[config.mk]
export PLATFORM = sky130hd
export DESIGN_NAME = lstm_delta_seq
export DESIGN_NICKNAME = d
export VERILOG_FILES = /design/src/rtl/lstm_delta_seq.sv
export SDC_FILE = /design/constraint.sdc
export NUM_CORES = 2
export LEC_CHECK = 0
export CORE_UTILIZATION = 45
export DETAILED_ROUTE_END_ITERATION = 6
export SYNTH_ARGS = -nofsm -noshare
export SYNTH_HDL_FRONTEND = slang
export SYNTH_SLANG_ARGS = --single-unit
export TNS_END_PERCENT = 20
[constraint.sdc]
create_clock -name clk -period 19.1 [get_ports clk]
set_input_delay 1.91 -clock clk [delete_from_list [all_inputs] [get_ports clk]]
set_output_delay 1.91 -clock clk [all_outputs]
set_load 0.1 [all_outputs]
[src/rtl/lstm_delta_seq.sv]
// lstm_delta_seq: LSTM backprop delta unit; a 16-step sequencer time-shares one multiplier and one adder per cell.
module lstm_delta_seq #(
  parameter int WIDTH = 32,
  parameter int FRAC = 24,
  parameter int CELLS = 16,
  localparam int IW = (CELLS > 1) ? $clog2(CELLS) : 1
) (
  input  logic             clk,
  input  logic             rst,
  input  logic             in_valid,
  output logic             in_ready,
  input  logic             in_last,
  input  logic [IW-1:0]    in_idx,
  input  logic [WIDTH-1:0] at,
  input  logic [WIDTH-1:0] it,
  input  logic [WIDTH-1:0] ft,
  input  logic [WIDTH-1:0] ot,
  input  logic [WIDTH-1:0] tanh_c,
  input  logic [WIDTH-1:0] c_prev,
  input  logic [WIDTH-1:0] d_out,
  input  logic [WIDTH-1:0] d_state_next,
  input  logic [WIDTH-1:0] f_next,
  output logic             out_valid,
  input  logic             out_ready,
  output logic [IW-1:0]    out_idx,
  output logic [WIDTH-1:0] o_d_state,
  output logic [WIDTH-1:0] o_dat,
  output logic [WIDTH-1:0] o_dit,
  output logic [WIDTH-1:0] o_dft,
  output logic [WIDTH-1:0] o_dot,
  output logic             o_sat
);
  typedef enum logic [1:0] {IDLE, BUSY, DONE} state_t;
  localparam logic [WIDTH-1:0] ONE = WIDTH'(1) << FRAC;
  localparam logic [WIDTH-1:0] MAXV = {1'b0, {(WIDTH-1){1'b1}}};
  localparam logic [WIDTH-1:0] MINV = {1'b1, {(WIDTH-1){1'b0}}};
  state_t state, state_nx;
  logic [3:0] step;
  logic [WIDTH-1:0] at_r, it_r, ft_r, ot_r, th_r, cp_r, do_r, dsn_r, fn_r, t0, t1;
  logic [WIDTH-1:0] mul_a, mul_bx, mul_b, sub_x, mul_r, sub_r, add_r;
  logic signed [2*WIDTH-1:0] prod, prod_sh;
  logic [WIDTH:0] sub_f, add_f;
  logic last_r, accept, use_sub, mul_ovf, sub_ovf, add_ovf, sat_step;
  assign in_ready = rst && (state == IDLE || (state == DONE && out_ready));
  assign accept = in_valid && in_ready;
  assign out_valid = state == DONE;
  always_ff @(posedge clk or negedge rst) begin
    if (!rst) state <= IDLE;
    else state <= state_nx;
  end
  always_comb begin
    state_nx = state;
    state_nx = accept ? BUSY :
               (state == BUSY && step == 4'd15) ? DONE :
               (state == DONE && out_ready) ? IDLE : state;
  end
  // Operand routing for the shared multiplier; (ONE - x) feeds its second input when used.
  always_comb begin
    mul_a = '0;
    mul_bx = '0;
    case (step)
      4'd0: begin mul_a = th_r; mul_bx = th_r; end
      4'd1: begin mul_a = do_r; mul_bx = ot_r; end
      4'd2: mul_a = t1;
      4'd3: begin mul_a = dsn_r; mul_bx = fn_r; end
      4'd4: mul_a = ot_r;
      4'd5: begin mul_a = t0; mul_bx = th_r; end
      4'd6: begin mul_a = t0; mul_bx = do_r; end
      4'd7: begin mul_a = at_r; mul_bx = at_r; end
      4'd8: begin mul_a = o_d_state; mul_bx = it_r; end
      4'd9: mul_a = t1;
      4'd10: mul_a = it_r;
      4'd11: begin mul_a = t0; mul_bx = at_r; end
      4'd12: begin mul_a = t0; mul_bx = o_d_state; end
      4'd13: mul_a = ft_r;
      4'd14: begin mul_a = t0; mul_bx = cp_r; end
      default: begin mul_a = t0; mul_bx = o_d_state; end
    endcase
  end
  assign use_sub = step == 4'd2 || step == 4'd4 || step == 4'd9 || step == 4'd10 || step == 4'd13;
  assign sub_x = (step == 4'd2 || step == 4'd9) ? t0 : step == 4'd4 ? ot_r : step == 4'd10 ? it_r : ft_r;
  assign sub_f = {1'b0, ONE} - {sub_x[WIDTH-1], sub_x};
  assign sub_ovf = sub_f[WIDTH] != sub_f[WIDTH-1];
  assign sub_r = sub_ovf ? (sub_f[WIDTH] ? MINV : MAXV) : sub_f[WIDTH-1:0];
  assign mul_b = use_sub ? sub_r : mul_bx;
  assign prod = $signed({{WIDTH{mul_a[WIDTH-1]}}, mul_a}) * $signed({{WIDTH{mul_b[WIDTH-1]}}, mul_b});
  assign prod_sh = prod >>> FRAC;
  assign mul_ovf = !((&prod_sh[2*WIDTH-1:WIDTH-1]) || !(|prod_sh[2*WIDTH-1:WIDTH-1]));
  assign mul_r = mul_ovf ? (prod_sh[2*WIDTH-1] ? MINV : MAXV) : prod_sh[WIDTH-1:0];
  assign add_f = {t0[WIDTH-1], t0} + {t1[WIDTH-1], t1};
  assign add_ovf = add_f[WIDTH] != add_f[WIDTH-1];
  assign add_r = add_ovf ? (add_f[WIDTH] ? MINV : MAXV) : add_f[WIDTH-1:0];
  // The skipped product at step 3 in last-timestep mode must not flag saturation.
  assign sat_step = (mul_ovf && !(step == 4'd3 && last_r)) || (sub_ovf && use_sub) || (add_ovf && step == 4'd4);
  always_ff @(posedge clk or negedge rst) begin
    if (!rst) begin
      {at_r, it_r, ft_r, ot_r, th_r, cp_r, do_r, dsn_r, fn_r, t0, t1} <= '0;
      {o_d_state, o_dat, o_dit, o_dft, o_dot} <= '0;
      last_r <= 1'b0;
      out_idx <= '0;
      step <= '0;
      o_sat <= 1'b0;
    end else if (accept) begin
      {at_r, it_r, ft_r, ot_r, th_r} <= {at, it, ft, ot, tanh_c};
      {cp_r, do_r, dsn_r, fn_r} <= {c_prev, d_out, d_state_next, f_next};
      last_r <= in_last;
      out_idx <= in_idx;
      step <= '0;
      o_sat <= 1'b0;
    end else if (state == BUSY) begin
      step <= step + 4'd1;
      o_sat <= o_sat | sat_step;
      case (step)
        4'd1, 4'd8: t1 <= mul_r;
        4'd3: t1 <= last_r ? '0 : mul_r;
        4'd4: begin o_d_state <= add_r; t0 <= mul_r; end
        4'd6: o_dot <= mul_r;
        4'd9: o_dat <= mul_r;
        4'd12: o_dit <= mul_r;
        4'd15: o_dft <= mul_r;
        default: t0 <= mul_r;
      endcase
    end
  end
endmodule

==> results_dict.tcl <==
set metrics [dict create \
    status "finished, violations left" \
    violations "DRC" \
    rsz0062_at_grt "false" \
    slowest_delay_ns 1.00 \
    cts_tree "yes" \
    maxCapViolations 0 \
    grt_pass1_wl_um 420600 \
    hold_viol 0 \
    p_leak_nw 36.28 \
    layout.nets 9321 \
    port_buffers 463 \
    cts_setup_buffers 0 \
    hold_slack_ns 0.4784 \
    synth_cells 7486 \
    multiInputGateArea_mm2 0.04678 \
    dieArea_mm2 0.1470 \
    nFillCells 13690 \
    cp_common_cell "fa_1" \
    via_count 58460 \
    cts_buffers 59 \
    synth_edf_count 0 \
    num_io_pins 464 \
    place_congestion 1.083 \
    die_w_um 383.4 \
    powerDensity_mw_per_mm2 40.31 \
    drc 14 \
    place_inst 9565 \
    worstPathArrival_ns 18.57 \
    ys_ff_latch 524 \
    worst_slack_ns 1.030 \
    tightest_slew_ns 1.277 \
    seq_area_mm2 0.01312 \
    htreeDepth 2 \
    synth.avg_cell_area_um2 8.745 \
    synth_cell_types 106 \
    required_ns 19.60 \
    cp-end-kind "register" \
    syn_area_mm2 0.06547 \
    finalClockSkew_ns 0.05219 \
    cts_sinks 524 \
    overflow 0 \
    cts-hold-fix-buffers 0 \
    drt_iter0_drc 7005 \
    cts-root-buf "clkbuf_16" \
    clock_latency_ns 0.69 \
    routed_via_density 6.035 \
    post_cts_resized 0 \
    synth_nets 9084 \
    start_util_pct 45.46 \
    pre_cts_ws_ns 1.334 \
    max_slew_margin_pct 12.43 \
    instances_no_fill 9687 \
    hold_path.class "register to register" \
    finalInstanceArea_mm2 0.07460 \
    worstSetupPathType "register to register" \
    grt_max_degree 163 \
    fmax_ghz 0.05534 \
    setup_viol 0 \
    critPathSlowestCell "mux2i_4" \
    fin_crit_ns 18.07 \
    rows 139 \
    crit_fanout 38 \
    grt_antenna_before_repair 22 \
    final_max_slew_viol_count 0 \
    timing.final.crit_share_pct 94.61 \
    placed_area_mm2 0.07237 \
    hpwl_um 223300 \
    worstSetupStartpointType "register" \
    grt_usage_pct 39.64 \
    yosysSeqAreaShare_pct 20.03 \
    detail-route-antenna-nets 0 \
    layout-drive-gt1-share_pct 7.039 \
    setup_tns_ns 0 \
    grt_pass1_vias 59540 \
    max-vdd-ir-drop_v 0.00007426 \
    path_clk_slew_ns 0.06 \
    synthFlopType "dfrtp_1" \
    clk_path_buf_depth 3 \
    wl_per_cell_um 29.87 \
    core_area_mm2 0.1440 \
    dieHeight_um 383.4 \
    ys_async_sr_fraction_pct 100.0 \
    ys_warn_count 0 \
    first_pass_iters 7 \
    drt_wl_total_um 289300 \
    area_growth_pct 13.95 \
]
## critical path: cells and delay by family (launching register included)
kind | cells | cell delay (ns)
and+or+nand+nor | 11 | 3.79
buffers and inverters | 7 | 1.72
adders and majority gates | 10 | 5.74
DFF | 1 | 0.95
muxes | 1 | 1.00
xor gates and xnor gates | 1 | 0.09
AOI/OAI and AO/OA | 13 | 4.51
## registers in the layout, indices dropped and copies added, names as in the netlist, 32 cells and up
name and count:
at_r 32, cp_r 32, do_r 32, dsn_r 32, fn_r 32, ft_r 32
it_r 32, o_d_state 32, o_dat 32, o_dft 32, o_dit 32, o_dot 32
ot_r 32, t0 32, t1 32, th_r 32
## cell type report
class | instances | share of cell area (%)
Tap cell | 1903 | 3.192
Clock buffer | 80 | 2.259
Inverter | 1045 | 5.258
Timing Repair Buffer | 659 | 8.259
Sequential cell | 524 | 17.58
Antenna cell | 13 | 0.04361
Multi-Input combinational cell | 5434 | 62.71
Clock inverter | 29 | 0.6927
## metal layers
metal	global-route usage [%]	vias up	share of wire, %
li1	-	24180	-
met1	51.80	29870	39
met2	60.36	3479	44
met3	11.05	914	11
met4	19.88	20	6.3
met5	0	-	0.048
## cell usage after synthesis (17+ instances only)
library cell | number | area, um^2
inv_1 | 1043 | 3915
nand2b_1 | 86 | 538.0
xnor2_1 | 61 | 534.3
and4_1 | 22 | 192.7
nor2_1 | 539 | 2023
clkbuf_1 | 375 | 1408
nor3_1 | 34 | 170.2
o2bb2ai_1 | 17 | 148.9
o21ai_0 | 115 | 575.6
a221oi_1 | 68 | 595.6
nand4_1 | 60 | 375.4
a22oi_1 | 69 | 518.0
a211oi_1 | 19 | 142.6
o22ai_1 | 23 | 143.9
xor2_1 | 43 | 376.6
buf_2 | 43 | 215.2
o21a_1 | 19 | 142.6
nor2b_1 | 22 | 137.6
and3_1 | 37 | 231.5
ha_1 | 218 | 2728
dfrtp_1 | 524 | 13110
o21bai_1 | 25 | 187.7
a21o_1 | 54 | 405.4
a222oi_1 | 54 | 540.5
o211ai_1 | 58 | 435.4
buf_1 | 35 | 131.4
o211ai_2 | 130 | 1627
buf_6 | 26 | 292.8
a22o_1 | 47 | 411.6
a21oi_1 | 140 | 700.7
and2_1 | 85 | 531.8
nand2_1 | 1946 | 7305
nand3_1 | 57 | 285.3
a31oi_1 | 24 | 150.1
fa_1 | 1083 | 21680
## report_power, final
| group | leakage [nW] | total, mW | switching (mW) | internal [mW] |
|---|---|---|---|---|
| clock network | 1.08 | 1.31 | 0.526 | 0.784 |
| logic | 28.1 | 0.530 | 0.367 | 0.163 |
| registers | 7.13 | 1.17 | 0.0332 | 1.13 |
| total | 36.3 | 3.01 | 0.926 | 2.08 |
## worst paths after layout
kind	start	to	slack (ns)	depth (start not counted)
min reg2reg	dsn_r[25]	dsn_r[25]	0.48	2
max in group asynchronous	rst	fn_r[12]	15.70	3
min	dsn_r[25]	dsn_r[25]	0.48	2
min in group asynchronous	rst	th_r[27]	1.24	1
max reg2reg	step[3]	o_dot[9]	1.03	43
max	step[3]	o_dot[9]	1.03	43
## metrics by stage
step	power (mW)	util, %
3_5_place_dp	1.703	50.25
5_1_grt	3.087	51.78
6_report	3.007	51.80
2_1_floorplan	1.455	-
4_1_cts	3.005	51.78
3_3_place_gp	1.702	50.25
## layout by cell type (no fill, tap or decap), types with 130 or more instances in the layout
cell             netlist  routed
a21oi_1              140     136
buf_4                  4     192
clkdlybuf4s50_1        0     462
dfrtp_1              524     522
fa_1                1083    1083
ha_1                 218     217
inv_1               1043    1043
nand2_1             1946    1944
nor2_1               539     530
o211ai_2             130     130
## logic make-up (layout without fill, tap and decap cells)
| logic type | after synthesis | count (layout) | synth area share [%] |
|---|---|---|---|
| compound gates | 1008 | 1008 | 12.26 |
| buf+inv | 1528 | 1813 | 9.164 |
| flops | 524 | 524 | 20.03 |
| xor+xnor | 104 | 104 | 1.391 |
| mux | 13 | 13 | 0.2313 |
| other cells | 0 | 13 | 0 |
| fa+ha+maj | 1317 | 1317 | 37.53 |
| simple gates | 2992 | 2992 | 19.39 |
Note: power is estimated with default switching activity, not from simulation.
